[config.mk]
export PLATFORM = sky130hd
export DESIGN_NAME = alu_issue_ctrl
export DESIGN_NICKNAME = d
export VERILOG_FILES = /design/src/rtl/alu_pkg.sv /design/src/rtl/alu_funct_dec.sv /design/src/rtl/alu_issue_ctrl.sv
export SDC_FILE = /design/constraint.sdc
export NUM_CORES = 1
export LEC_CHECK = 0
export CAP_MARGIN = 40
export CORE_MARGIN = 1.5
export CORE_UTILIZATION = 43
export DETAILED_ROUTE_END_ITERATION = 8
export PLACE_DENSITY = 0.91
export SLEW_MARGIN = 0
export SYNTH_ARGS = -nofsm -noshare
export SYNTH_HDL_FRONTEND = slang
export SYNTH_HIERARCHICAL = 1
export SYNTH_SLANG_ARGS = --single-unit
[constraint.sdc]
create_clock -name clk -period 3.22 [get_ports clk]
set_input_delay 0.322 -clock clk [delete_from_list [all_inputs] [get_ports clk]]
set_output_delay 0.322 -clock clk [all_outputs]
set_load 0.05 [all_outputs]
[src/rtl/alu_pkg.sv]
// ALU select codes, funct/ALUOp encodings and issue FSM states
// shared by the ALU issue controller and the main control decoder.
package alu_pkg;

   typedef logic [2:0] alu_sel_t;

   localparam alu_sel_t SEL_ADD   = 3'd0;
   localparam alu_sel_t SEL_SUB   = 3'd1;
   localparam alu_sel_t SEL_AND   = 3'd2;
   localparam alu_sel_t SEL_OR    = 3'd3;
   localparam alu_sel_t SEL_SLT   = 3'd4;
   localparam alu_sel_t SEL_MUL   = 3'd5;
   localparam alu_sel_t SEL_DIV   = 3'd6;
   localparam alu_sel_t SEL_PASSB = 3'd7;

   localparam logic [5:0] FN_ADD   = 6'h20;
   localparam logic [5:0] FN_SUB   = 6'h22;
   localparam logic [5:0] FN_AND   = 6'h24;
   localparam logic [5:0] FN_OR    = 6'h25;
   localparam logic [5:0] FN_SLT   = 6'h2A;
   localparam logic [5:0] FN_MUL   = 6'h18;
   localparam logic [5:0] FN_DIV   = 6'h1A;
   localparam logic [5:0] FN_PASSB = 6'h00;

   localparam logic [1:0] OP_ADD   = 2'b00;
   localparam logic [1:0] OP_SUB   = 2'b01;
   localparam logic [1:0] OP_RTYPE = 2'b10;
   localparam logic [1:0] OP_SLT   = 2'b11;

   typedef enum logic [1:0] {
      ST_IDLE = 2'd0,
      ST_EXEC = 2'd1,
      ST_RESP = 2'd2
   } state_t;

   // mul/div use the long settle budget
   function automatic logic sel_is_long(input alu_sel_t s);
      return (s == SEL_MUL) || (s == SEL_DIV);
   endfunction

endpackage

[src/rtl/alu_funct_dec.sv]
// ALU operation decoder: {aluop, funct} -> {sel, illegal, is_long}.
// Ports: i_aluop, i_funct in; o_sel, o_illegal, o_is_long out (comb).
module alu_funct_dec
   import alu_pkg::*;
(
   input  logic [1:0] i_aluop,
   input  logic [5:0] i_funct,
   output alu_sel_t   o_sel,
   output logic       o_illegal,
   output logic       o_is_long
);

   always_comb begin
      o_sel     = SEL_ADD;
      o_illegal = 1'b0;
      unique case (i_aluop)
         OP_ADD: o_sel = SEL_ADD;
         OP_SUB: o_sel = SEL_SUB;
         OP_SLT: o_sel = SEL_SLT;
         OP_RTYPE: begin
            case (i_funct)
               FN_ADD:   o_sel = SEL_ADD;
               FN_SUB:   o_sel = SEL_SUB;
               FN_AND:   o_sel = SEL_AND;
               FN_OR:    o_sel = SEL_OR;
               FN_SLT:   o_sel = SEL_SLT;
               FN_MUL:   o_sel = SEL_MUL;
               FN_DIV:   o_sel = SEL_DIV;
               FN_PASSB: o_sel = SEL_PASSB;
               default:  o_illegal = 1'b1;
            endcase
         end
      endcase
      o_is_long = !o_illegal && sel_is_long(o_sel);
   end

endmodule

[src/rtl/alu_issue_ctrl.sv]
// Multi-cycle ALU issue controller: request handshake -> decode ->
// hold ALU inputs N cycles -> capture R/ZF -> response handshake.
// Ports: clk, rst_n; req_* request channel; alu_a/alu_b/alu_sel out
// to the ALU, alu_r/alu_zf back; rsp_* response channel.
// Option: define DIV0_CHECK_EN to answer div-by-zero with an error.
module alu_issue_ctrl
   import alu_pkg::*;
#(
   parameter int WIDTH         = 32,
   parameter int SETTLE_CYCLES = 1,
   parameter int MULDIV_CYCLES = 4
) (
   input  logic             clk,
   input  logic             rst_n,
   input  logic             req_valid,
   output logic             req_ready,
   input  logic [1:0]       req_aluop,
   input  logic [5:0]       req_funct,
   input  logic [WIDTH-1:0] req_a,
   input  logic [WIDTH-1:0] req_b,
   output logic [WIDTH-1:0] alu_a,
   output logic [WIDTH-1:0] alu_b,
   output logic [2:0]       alu_sel,
   input  logic [WIDTH-1:0] alu_r,
   input  logic             alu_zf,
   output logic             rsp_valid,
   input  logic             rsp_ready,
   output logic [WIDTH-1:0] rsp_r,
   output logic             rsp_zf,
   output logic             rsp_err
);

   localparam int MAXN =
      (SETTLE_CYCLES > MULDIV_CYCLES) ? SETTLE_CYCLES : MULDIV_CYCLES;
   localparam int CW = (MAXN > 1) ? $clog2(MAXN) : 1;

   localparam logic [CW-1:0] LD_SHORT = CW'(SETTLE_CYCLES - 1);
   localparam logic [CW-1:0] LD_LONG  = CW'(MULDIV_CYCLES - 1);

   state_t           r_state, w_nxt_state;
   logic [CW-1:0]    r_cnt, w_nxt_cnt;
   logic [WIDTH-1:0] r_alu_a, w_nxt_alu_a;
   logic [WIDTH-1:0] r_alu_b, w_nxt_alu_b;
   alu_sel_t         r_alu_sel, w_nxt_alu_sel;
   logic             r_rsp_valid, w_nxt_rsp_valid;
   logic [WIDTH-1:0] r_rsp_r, w_nxt_rsp_r;
   logic             r_rsp_zf, w_nxt_rsp_zf;
   logic             r_rsp_err, w_nxt_rsp_err;

   alu_sel_t w_dec_sel;
   logic     w_dec_illegal;
   logic     w_dec_long;

   alu_funct_dec u_dec (
      .i_aluop   (req_aluop),
      .i_funct   (req_funct),
      .o_sel     (w_dec_sel),
      .o_illegal (w_dec_illegal),
      .o_is_long (w_dec_long)
   );

   always_ff @(posedge clk or negedge rst_n) begin
      if (!rst_n) begin
         r_state     <= ST_IDLE;
         r_cnt       <= '0;
         r_alu_a     <= '0;
         r_alu_b     <= '0;
         r_alu_sel   <= SEL_ADD;
         r_rsp_valid <= 1'b0;
         r_rsp_r     <= '0;
         r_rsp_zf    <= 1'b0;
         r_rsp_err   <= 1'b0;
      end else begin
         r_state     <= w_nxt_state;
         r_cnt       <= w_nxt_cnt;
         r_alu_a     <= w_nxt_alu_a;
         r_alu_b     <= w_nxt_alu_b;
         r_alu_sel   <= w_nxt_alu_sel;
         r_rsp_valid <= w_nxt_rsp_valid;
         r_rsp_r     <= w_nxt_rsp_r;
         r_rsp_zf    <= w_nxt_rsp_zf;
         r_rsp_err   <= w_nxt_rsp_err;
      end
   end

   always_comb begin
      w_nxt_state     = r_state;
      w_nxt_cnt       = r_cnt;
      w_nxt_alu_a     = r_alu_a;
      w_nxt_alu_b     = r_alu_b;
      w_nxt_alu_sel   = r_alu_sel;
      w_nxt_rsp_valid = r_rsp_valid;
      w_nxt_rsp_r     = r_rsp_r;
      w_nxt_rsp_zf    = r_rsp_zf;
      w_nxt_rsp_err   = r_rsp_err;
      unique case (r_state)
         ST_IDLE: begin
            if (req_valid) begin
               if (w_dec_illegal) begin
                  // ALU inputs stay as they were
                  w_nxt_rsp_r     = '0;
                  w_nxt_rsp_zf    = 1'b0;
                  w_nxt_rsp_err   = 1'b1;
                  w_nxt_rsp_valid = 1'b1;
                  w_nxt_state     = ST_RESP;
               end
`ifdef DIV0_CHECK_EN
               else if (w_dec_sel == SEL_DIV && req_b == '0) begin
                  w_nxt_alu_a     = req_a;
                  w_nxt_alu_b     = req_b;
                  w_nxt_alu_sel   = w_dec_sel;
                  w_nxt_rsp_r     = '1;
                  w_nxt_rsp_zf    = 1'b0;
                  w_nxt_rsp_err   = 1'b1;
                  w_nxt_rsp_valid = 1'b1;
                  w_nxt_state     = ST_RESP;
               end
`endif
               else begin
                  w_nxt_alu_a   = req_a;
                  w_nxt_alu_b   = req_b;
                  w_nxt_alu_sel = w_dec_sel;
                  w_nxt_cnt     = w_dec_long ? LD_LONG : LD_SHORT;
                  w_nxt_state   = ST_EXEC;
               end
            end
         end
         ST_EXEC: begin
            if (r_cnt == '0) begin
               w_nxt_rsp_r     = alu_r;
               w_nxt_rsp_zf    = alu_zf;
               w_nxt_rsp_err   = 1'b0;
               w_nxt_rsp_valid = 1'b1;
               w_nxt_state     = ST_RESP;
            end else begin
               w_nxt_cnt = r_cnt - CW'(1);
            end
         end
         ST_RESP: begin
            if (rsp_ready) begin
               w_nxt_rsp_valid = 1'b0;
               w_nxt_state     = ST_IDLE;
            end
         end
         default: w_nxt_state = ST_IDLE;
      endcase
   end

   assign req_ready = (r_state == ST_IDLE);
   assign alu_a     = r_alu_a;
   assign alu_b     = r_alu_b;
   assign alu_sel   = r_alu_sel;
   assign rsp_valid = r_rsp_valid;
   assign rsp_r     = r_rsp_r;
   assign rsp_zf    = r_rsp_zf;
   assign rsp_err   = r_rsp_err;

endmodule

== Yosys cells after proc, flatten, opt, wreduce, memory -nomap -nowiden ==
Cells that the tools add are included.
Storage, ports and cells
  register bits: 106
  logic and storage cells: 75
  bits of input ports: 109
Operators by class
  bitwise operators: 1
  eq/ne operators: 20
  add/subtract/negate cells: 1
  reduce and logical (&&, ||, !) cells: 15
  muxes and demuxes: 29
Operators by type and width (number)
  32-bit two-way mux: 3
  32-bit case mux with 2 select lines: 1
  6-bit == test, second input constant: 5
  3-bit case mux with 7 select lines: 1
  2-bit two-way mux: 8
  6-bit by 5-bit == test with 1-bit output, second input constant: 2
  3-bit case mux with 4 select lines: 1
  1-bit two-way mux: 10
  2-bit inequality test, second input constant: 5
  4-bit AND reduction: 2
  8-bit OR reduction: 1
  2-bit == test, second input constant: 3
  3-bit == test, second input constant: 2
  2-bit logical NOT: 3
  6-bit logical NOT: 1
  2-bit case mux with 3 select lines: 1
  3-bit AND reduction: 2
  5-bit AND reduction: 1
  2-bit by 1-bit == test with 1-bit output, second input constant: 2
  1-bit case mux with 2 select lines: 2
  2-bit case mux with 2 select lines: 1
  1-bit case mux with 3 select lines: 1
  3-bit nonzero test: 1
  2-bit by 1-bit inequality test with 1-bit output, second input constant: 1
  6 further kinds: 6

== Logic depth before layout (Yosys ltp) ==
Gate-level depths: netlist (run 1).
  depth after elaboration: 10
  gate-level depth with buffers: 10
  depth with buffers taken out: 6

== Modules after synthesis ==
The synthesis (run 1) kept the hierarchy.
By module, submodules not included
  alu_issue_ctrl: cells an instance 392, times used 1, area each 3997.6 um^2
  alu_funct_dec: cells an instance 30, times used 1, area each 226.5 um^2

== Worst setup path before layout (run 1) ==
No wires, ideal clock.
  path kind: input-to-reg
  from: input req_funct[1]
  to: register r_alu_b[10] (netlist: alu_b[10])
  setup slack: 1103 ps
  library setup time: 118 ps
  stages: 10
  arrival time: 1999 ps
  cell sequence: clkbuf_1 -> nor4_1 -> o31a_1 -> a311oi_2 -> or4b_1 -> buf_2 -> buf_6 -> buf_6 -> nand2_1 -> nand2_1
Between the ends
  word-level cells in the longest chain between the ends: 6
  elaborated cells between the ends (all ways): 13
  those cells by class: 7 x eq/ne; 2 x mux; 1 x bitwise; 3 x reduce/logical
RTL lines
  start, declared: line alu_issue_ctrl.sv:18  | input logic [5:0] req_funct,
  6-bit == test (tied with other cells): line alu_funct_dec.sv:21  | case (i_funct)
  8-bit OR reduction (no source line) (*)
  1-bit two-way mux (*): line alu_funct_dec.sv:21
  1-bit two-way mux (*): line alu_funct_dec.sv:16  | unique case (i_aluop)
  net w_dec_illegal: line alu_issue_ctrl.sv:51  | logic w_dec_illegal;
  1-bit inverter (no source line) (*)
  3-bit AND reduction (no source line) (*)
  end signal, assigned: line alu_issue_ctrl.sv:77  | r_alu_b <= w_nxt_alu_b;
  end, declared: line alu_issue_ctrl.sv:43  | logic [WIDTH-1:0] r_alu_b, w_nxt_alu_b;
The timed path passes the listed nets; every way through them passes the cells marked *.
A chain may end at the register's enable or synchronous reset.

== Worst setup path after layout (run 1) ==
  from: input req_funct[5]
  to: register r_rsp_r[17] (netlist: rsp_r[17])
Between the ends
  word-level cells in the longest chain between the ends: 6
  elaborated cells between the ends (all ways): 13
  those cells by class: 8 x eq/ne; 2 x mux; 3 x reduce/logical
RTL lines
  6-bit == test (tied with other cells): line alu_funct_dec.sv:21
  8-bit OR reduction (no source line) (*)
  1-bit two-way mux (*): line alu_funct_dec.sv:21
  1-bit two-way mux (*): line alu_funct_dec.sv:16
  net w_dec_illegal: line alu_issue_ctrl.sv:51
  2-bit by 1-bit inequality test with 1-bit output (no source line) (*)
  4-bit AND reduction (no source line) (*)
  end signal, assigned: line alu_issue_ctrl.sv:80  | r_rsp_r <= w_nxt_rsp_r;
  end, declared: line alu_issue_ctrl.sv:46  | logic [WIDTH-1:0] r_rsp_r, w_nxt_rsp_r;
Marks and branches as above.

==> flow_summary.json, run 1 <==
{
  "cts_resized": 0,
  "fp.dieH_um": 102,
  "finish.utilization_pct": 71.3,
  "seq_area_frac_synth_pct": 62.8,
  "coreArea_mm2": 0.00937,
  "seqPwrFrac_pct": 29.6,
  "async_flop_share_pct": 100,
  "synth_common_cells": "202 x nand2_1, 106 x dfrtp_1, 33 x a22o_1, 13 x buf_2, 10 x clkbuf_1",
  "yosysMostFrequentCell": "nand2_1",
  "tightestPinTransition_ns": 0.559,
  "endpoint_kind": "register",
  "p_leak_nw": 3.16,
  "crit_type": "primary input to register",
  "htree_levels": 3,
  "nets": 736,
  "combinationalPowerShare_pct": 59.4,
  "rsz0062_at_grt": "false",
  "worstPathMaxFanout": 34,
  "hold_path_class": "primary input to register",
  "grt_pass1_wl_mm": 18.3,
  "antenna_found_initial": 0,
  "hold_ws_ns": 0.478,
  "clock_sinks": 106,
  "critPathArrivalTime_ns": 2.77,
  "drtAntennaViolNets": 0,
  "internal-power_mw": 3.85,
  "finalPower_mw": 7.69,
  "initial_core_util_pct": 45.1,
  "synth_flop_cell": "dfrtp_1",
  "dieWidth_um": 102,
  "synth-edff-count": 0,
  "relSlewSlack_pct": 62.6,
  "place_inst": 743,
  "dr.pass1.iters": 4,
  "yosys_warnings": 6,
  "wl_per_cell_um": 15.4,
  "n_antenna_cell": 0,
  "drc": 0,
  "cp-start-kind": "primary input",
  "drtIter0Drc": 177,
  "synth_nets": 532,
  "synth_top_area_cell": "dfrtp_1",
  "clkTransAtPathRegs_ns": 0.11,
  "clock_latency_ns": 0.35,
  "synthDistinctLibCells": 41,
  "p_clk_share_pct": 11.0,
  "area_growth_pct": 58.2,
  "io_pins": 212,
  "cts_tree": "yes",
  "rows": 35,
  "grt_max_degree": 68,
  "setup_viol": 0,
  "cts.path.max_buffers": 2,
  "grt_usage_pct": 22.5,
  "root_buffer": "clkbuf_8",
  "reg2reg_depth": 4,
  "drive_gt1_share_pct": 5.23,
  "holdPathStages": 3,
  "vias_per_cell": 4.95,
  "crit_required_ns": 3.46,
  "switching_share_pct": 50.0,
  "period_share_pct": 78.7,
  "power.density_mw_per_mm2": 1150,
  "skew_ns": 0.00968,
  "layout.cells.non_filler": 760,
  "post-route-min-period_ns": 2.53,
  "globalplace.congestion": 0.869,
  "netlist_area_mm2": 0.00422,
  "hold_viol": 0,
  "ys_ff_latch": 106,
  "syn_inst": 422,
  "portBuffers": 211,
  "outcome": "complete, no violations",
  "syn_avg_cell_area_um2": 10.0,
  "tns_ns": 0,
  "numCtsBuffers": 9,
  "fillers": 735,
  "synth_area_leaders": "dfrtp_1 63%, nand2_1 18%, a22o_1 6.8%, buf_2 1.5%, clkbuf_1 0.89%",
  "vias": 3759,
  "synth_top_area_share_pct": 62.8,
  "dieArea_mm2": 0.0104,
  "fmax_ghz": 0.395,
  "gr-total-overflow": 0,
  "grt_pass1_vias": 3908,
  "drv_slew": 0,
  "max_cap_violations": 0,
  "dp_hpwl_mm": 8.60,
  "switchingPower_mw": 3.84,
  "peakVddDrop_v": 0.000638,
  "drt_wl_total_mm": 11.7
}
-- routing by layer --
metal  wire [µm]  vias up  part of all wire (%)  track usage (%)
met5           0        -                     0                0
met4         308        0                   2.6             8.85
met3         969       30                   8.3             6.84
met2        5900      166                    50             39.3
met1        4530     1783                    39             25.8
li1            -     1780                     -                -
-- worst paths after layout --
kind	start	slack (ns)	end
max	req_funct[5]	0.69	rsp_r[17]
min	req_b[26]	0.48	alu_b[26]
max reg2reg	r_state[1]	1.37	alu_sel[1]
min reg2reg	alu_b[15]	0.48	alu_b[15]
max in group asynchronous	rst_n	1.75	alu_b[18]
min in group asynchronous	rst_n	0.50	rsp_r[26]
-- worst max-delay path, cell delays in order --
cell and delay (ns):
clkdlybuf4s50_1 0.62, and3b_4 0.27, o31a_1 0.34, a311oi_2 0.41, and3b_1 0.27, o21ai_2 0.06, buf_4 0.24, a22o_1 0.24
-- per-stage QoR --
| step | cell area (µm²) | setup slack (ns) |
|---|---|---|
| after floorplan | 4220 | 1.10 |
| after global placement | 6430 | 0.373 |
| after detailed placement | 6460 | 0.326 |
| after CTS | 6680 | 0.718 |
| after global routing | 6680 | 0.618 |
| final | 6680 | 0.686 |
-- power by group through the flow --
stage                     Clock [mW]  Combinational [mW]  Sequential [mW]
after floorplan                    0               0.943             4.27
final                          0.848                4.57             2.27
after detailed placement           0                4.57             2.30
after global placement             0                4.48             2.26
after global routing           0.931                4.80             2.35
after CTS                      0.879                4.59             2.28
-- area by class of cell --
class                      instances  area (µm²)  share of cell area, %
tap                              129         161                   2.42
inverter                           8        30.0                  0.449
timing repair buffer             219        2210                   33.1
multi-input combinational        282        1420                   21.2
clock inverter                     6        70.1                   1.05
sequential                       106        2650                   39.7
clock buffer                      10         138                   2.06
-- state kept, by name (all words and copies together), names as in the netlist --
| register | count |
|---|---|
| alu_b | 32 |
| alu_a | 32 |
| r_cnt | 2 |
| rsp_valid | 1 |
| r_state | 2 |
| rsp_r | 32 |
| rsp_err | 1 |
| rsp_zf | 1 |
| alu_sel | 3 |
-- cells by family after synthesis --
logic type,after synthesis,share of synthesized area [%]
adders and majority gates,1,0.296
buffers and inverters,34,3.94
and+or+nand+nor,225,22.1
DFF,106,62.8
AOI/OAI and AO/OA,55,10.7
xor gates and xnor gates,1,0.207
-- what timing repair did --
action                                 in CTS  in global routing
endpoints found under the hold margin      42                  0
setup buffers                               0                  0
hold buffers                                1                  0
-- cells in the final DEF (no fill, tap or decap), drive strengths merged --
| master | Yosys | final |
|---|---|---|
| nand2b | 1 | 1 |
| nor2b | 2 | 2 |
| o32ai | 1 | 1 |
| a21oi | 1 | 1 |
| o2bb2ai | 1 | 1 |
| and4bb | 1 | 1 |
| clkbuf | 10 | 10 |
| or4b | 1 | 1 |
| buf | 16 | 8 |
| a31oi | 1 | 1 |
| clkdlybuf4s50 | 0 | 210 |
| o21a | 2 | 2 |
| o41ai | 1 | 1 |
| a32oi | 1 | 1 |
| and4b | 1 | 1 |
| ha | 1 | 1 |
| dlygate4sd3 | 0 | 1 |
| o21ai | 6 | 6 |
| nor3 | 2 | 2 |
| a41oi | 1 | 1 |
| nand3 | 1 | 1 |
| a22o | 33 | 33 |
| bufinv | 0 | 1 |
| a21o | 1 | 1 |
| o211ai | 1 | 1 |
| nor4b | 2 | 2 |
| and2 | 3 | 3 |
| and3b | 2 | 2 |
| dfrtp | 106 | 106 |
| inv | 8 | 12 |
| clkinv | 0 | 1 |
| o21bai | 1 | 1 |
| o31ai | 1 | 1 |
| nor4 | 2 | 2 |
| nor2 | 4 | 4 |
| a311oi | 2 | 2 |
| xor2 | 1 | 1 |
| or3b | 1 | 1 |
| nand2 | 202 | 202 |
| o31a | 1 | 1 |
Power figures use the tool's default switching activity.
==> inputs of run 2 (changes only) <==
Settings changed: CORE_UTILIZATION 43 to 40, PLACE_DENSITY 0.91 to 0.86.
Clock period 3.22 ns to 2.6 ns, I/O delays scaled along.
==> flow_summary.json, run 2 (synthesized netlist as in run 1, its figures left out) <==
{
  "dieWidth_um": 106,
  "drive_gt1_share_pct": 5.81,
  "dp_hpwl_mm": 8.38,
  "clkTransAtPathRegs_ns": 0.10,
  "dr.pass1.iters": 5,
  "fmax_ghz": 0.442,
  "cts.path.max_buffers": 2,
  "rows": 37,
  "crit-reg2reg-capture": "r_cnt[1]",
  "critPathArrivalTime_ns": 2.53,
  "relSlewSlack_pct": 52.4,
  "crit_path_start": "req_funct[4]",
  "antenna_found_initial": 0,
  "nets": 742,
  "vias": 3781,
  "setup_viol": 0,
  "rr_startpoint": "r_state[0]",
  "drc": 0,
  "design_area_mm2": 0.00671,
  "grt_usage_pct": 20.5,
  "io_pins": 212,
  "dp_slack_ns": -0.00793,
  "drt_wl_total_mm": 11.3,
  "n_antenna_cell": 0,
  "post-route-min-period_ns": 2.26,
  "outcome": "complete, no violations",
  "finalWorstSetupSlack_ns": 0.336,
  "finish.utilization_pct": 65.3,
  "cts_tree": "yes",
  "hold_viol": 0,
  "crit_type": "primary input to register",
  "endpoint_kind": "register",
  "cp-start-kind": "primary input",
  "grt_max_degree": 68,
  "max_cap_violations": 0,
  "coreArea_mm2": 0.0103,
  "rsz0062_at_grt": "false",
  "worstPathMaxFanout": 5,
  "peakVddDrop_v": 0.000840,
  "numCtsBuffers": 9,
  "grt_pass1_vias": 3728,
  "globalplace.congestion": 0.776,
  "gr-total-overflow": 0,
  "grt_pass1_wl_mm": 18.4,
  "rrSetupSlack_ns": 0.79,
  "dieArea_mm2": 0.0112,
  "wl_per_cell_um": 14.6,
  "htree_levels": 3,
  "crit_required_ns": 2.87,
  "period_share_pct": 87.1,
  "initial_core_util_pct": 41.1,
  "hold_path_class": "primary input to register",
  "final_cell_mix": "210 x clkdlybuf4s50_1, 202 x nand2_1, 106 x dfrtp_1",
  "hold_ws_ns": 0.422,
  "clock_latency_ns": 0.35,
  "tightestPinTransition_ns": 0.714,
  "reg2reg_depth": 3,
  "dpl_cell_area_mm2": 0.00653,
  "clock_sinks": 106,
  "drv_slew": 0,
  "power.density_mw_per_mm2": 1400,
  "cp-endpoint": "r_cnt[1]",
  "portBuffers": 211,
  "root_buffer": "clkbuf_8",
  "final_common_cell": "clkdlybuf4s50_1",
  "cts_resized": 0,
  "drtIter0Drc": 175,
  "area_growth_pct": 58.8,
  "skew_ns": 0.0187,
  "fp.dieH_um": 106,
  "p_leak_nw": 3.17,
  "vias_per_cell": 4.89,
  "drtAntennaViolNets": 0
}
## run 2: worst min path at each step
stage | start | endpoint | slack, ns | cells past startpoint
4_1_cts | req_b[8] | alu_b[8] | 0.40 | 3
5_1_grt | req_a[28] | alu_a[28] | 0.41 | 3
2_1_floorplan | rst_n | alu_a[0] | -0.04 | 0
3_3_place_gp | rst_n | rsp_r[30] | 0.34 | 1
3_5_place_dp | rst_n | rsp_r[22] | 0.36 | 1
6_report | req_b[24] | alu_b[24] | 0.42 | 3
## run 2: final cells by class
type                            count  area, µm²
Clock buffer                       11        131
Clock inverter                      5       37.5
Fill cell                         829       3570
Inverter                            8       30.0
Multi-Input combinational cell    282       1420
Sequential cell                   106       2650
Tap cell                          136        170
Timing Repair Buffer              225       2270
## run 2: critical path, stage by stage
cell and delay [ns]:
clkdlybuf4s50_1 0.47, nor4_1 0.33, o31a_1 0.21, a311oi_2 0.07, or4b_2 0.73, o32ai_1 0.31
o21bai_1 0.14
## run 2: per-stage QoR
step / power, mW / TNS [ns] / std cells
3_3_place_gp: 8.39 / 0 / 756
3_5_place_dp: 8.53 / -0.0153 / 756
2_1_floorplan: 6.46 / 0 / 422
5_1_grt: 9.86 / 0 / 773
6_report: 9.38 / 0 / 773
4_1_cts: 9.46 / 0 / 773
## run 2: per-layer routing
layer,GRT usage [%],share of wire [%]
met5,0,0
met4,5.31,0.91
met3,5.57,7.5
met2,35.4,51
met1,25.4,41
## run 2: what timing repair did
item | 4_1_cts | 5_1_grt
endpoints found under the hold margin | 55 | 0
endpoints found under the setup margin | 0 | 0
buffers inserted | 0 | 0
hold buffers | 1 | 0
## run 2: power by group
group	leakage (nW)	internal (mW)	total [mW]	switching (mW)
sequential	1.33	2.39	2.82	0.436
combinational	1.76	1.91	5.65	3.74
clock	0.0803	0.355	0.899	0.544
==> inputs of run 3 (changes only) <==
Settings changed: PLACE_DENSITY 0.86 to 0.8, SLEW_MARGIN 0 to 20.
==> flow_summary.json, run 3 (synthesized netlist as in run 1, its figures left out) <==
{
  "p_clk_share_pct": 11.7,
  "worstPathMaxFanout": 32,
  "switching_share_pct": 49.2,
  "dpl_cell_area_mm2": 0.00653,
  "drc": 0,
  "rsz0062_at_grt": "false",
  "fmax_ghz": 0.437,
  "design_area_mm2": 0.00677,
  "drv_slew": 0,
  "drt_wl_total_mm": 11.3,
  "critPathArrivalTime_ns": 2.54,
  "hold_viol": 0,
  "post-route-min-period_ns": 2.29,
  "nets": 744,
  "grt_pass1_wl_mm": 18.3,
  "area_growth_pct": 60.2,
  "rows": 37,
  "seqPwrFrac_pct": 29.3,
  "finish.utilization_pct": 65.9,
  "combinationalPowerShare_pct": 59.0,
  "hold_path_class": "primary input to register",
  "skew_ns": 0.0153,
  "tightestPinTransition_ns": 0.664,
  "cts.path.max_buffers": 2,
  "relSlewSlack_pct": 55.7,
  "fp.dieH_um": 106,
  "coreArea_mm2": 0.0103,
  "outcome": "complete, no violations",
  "postCtsSetupBuffers": 0,
  "switchingPower_mw": 4.72,
  "p_leak_nw": 3.20,
  "grt_pass1_vias": 3811,
  "clock_sinks": 106,
  "initial_core_util_pct": 41.1,
  "antenna_found_initial": 0,
  "final_cell_mix": "210 x clkdlybuf4s50_1, 202 x nand2_1, 106 x dfrtp_1",
  "tns_ns": 0,
  "n_antenna_cell": 0,
  "globalplace.congestion": 0.852,
  "vias": 3706,
  "power.density_mw_per_mm2": 1420,
  "period_share_pct": 88.1,
  "setup_viol": 0,
  "dp_hpwl_mm": 8.25,
  "dieArea_mm2": 0.0112,
  "rrSetupSlack_ns": 0.77,
  "drtIter0Drc": 236,
  "place_inst": 758,
  "grt_usage_pct": 20.7,
  "wl_per_cell_um": 14.6,
  "root_buffer": "clkbuf_8",
  "max_cap_violations": 0,
  "cts_tree": "yes",
  "numCtsBuffers": 9,
  "gr-total-overflow": 0,
  "internal-power_mw": 4.87,
  "endpoint_kind": "register",
  "crit_required_ns": 2.85,
  "htree_levels": 3,
  "holdPathStages": 3,
  "io_pins": 212,
  "dieWidth_um": 106,
  "clkTransAtPathRegs_ns": 0.11,
  "dp_slack_ns": -0.0541,
  "layout.cells.non_filler": 775,
  "dr.pass1.iters": 4,
  "drtAntennaViolNets": 0,
  "peakVddDrop_v": 0.000744,
  "grt_max_degree": 57,
  "final_common_cell": "clkdlybuf4s50_1",
  "crit_type": "primary input to register",
  "cp-start-kind": "primary input",
  "vias_per_cell": 4.78,
  "finalWorstSetupSlack_ns": 0.310,
  "clock_latency_ns": 0.37,
  "drive_gt1_share_pct": 6.42,
  "portBuffers": 211,
  "reg2reg_depth": 4
}
-- run 3: path summary, 6_finish.rpt --
| check | startpoint | end |
|---|---|---|
| max | req_funct[5] | alu_b[12] |
| min | req_a[24] | alu_a[24] |
| max reg2reg | r_state[1] | alu_b[12] |
| min reg2reg | alu_b[22] | alu_b[22] |
| max in group asynchronous | rst_n | rsp_r[17] |
| min in group asynchronous | rst_n | alu_b[27] |
-- run 3: final cells by class --
class	count	area (µm²)
clock inverter	6	90.1
sequential	106	2650
fill	835	3510
tap	136	170
timing repair buffer	227	2270
inverter	8	30.0
multi-input combinational	282	1420
clock buffer	10	138
-- run 3: worst max-delay path, stage by stage --
cell,delay (ns)
clkdlybuf4s50_1,0.51
nor4_1,0.31
o31a_1,0.22
a311oi_2,0.07
or4b_2,0.72
buf_4,0.28
nand2_1,0.10
nand2_1,0.06
-- run 3: power groups by stage --
stage                     Combinational, mW  Sequential [mW]  Clock [mW]
after floorplan                        1.17             5.29           0
after global placement                 5.59             2.81           0
after detailed placement               5.68             2.84           0
after CTS                              5.70             2.82        1.15
after global routing                   5.97             2.91        1.21
final                                  5.66             2.81        1.12
-- run 3: routing by layer --
metal / GRT usage, % / wire [µm] / vias up
met1: 24.8 / 4700 / 1747
met4: 7.34 / 164 / 0
met2: 35.8 / 5680 / 148
met5: 0 / 0 / -
li1: - / - / 1796
met3: 5.44 / 802 / 15
-- run 3: through the flow --
stage / hold slack (ns) / total power [mW]
after floorplan: -0.0356 / 6.46
after global placement: 0.322 / 8.40
after detailed placement: 0.335 / 8.52
after CTS: 0.389 / 9.67
after global routing: 0.403 / 10.1
final: 0.401 / 9.59
-- run 3: what timing repair did --
item | CTS | global route
gates resized for setup | 0 | 0
endpoints found under the hold margin | 50 | 0
hold buffers | 1 | 0
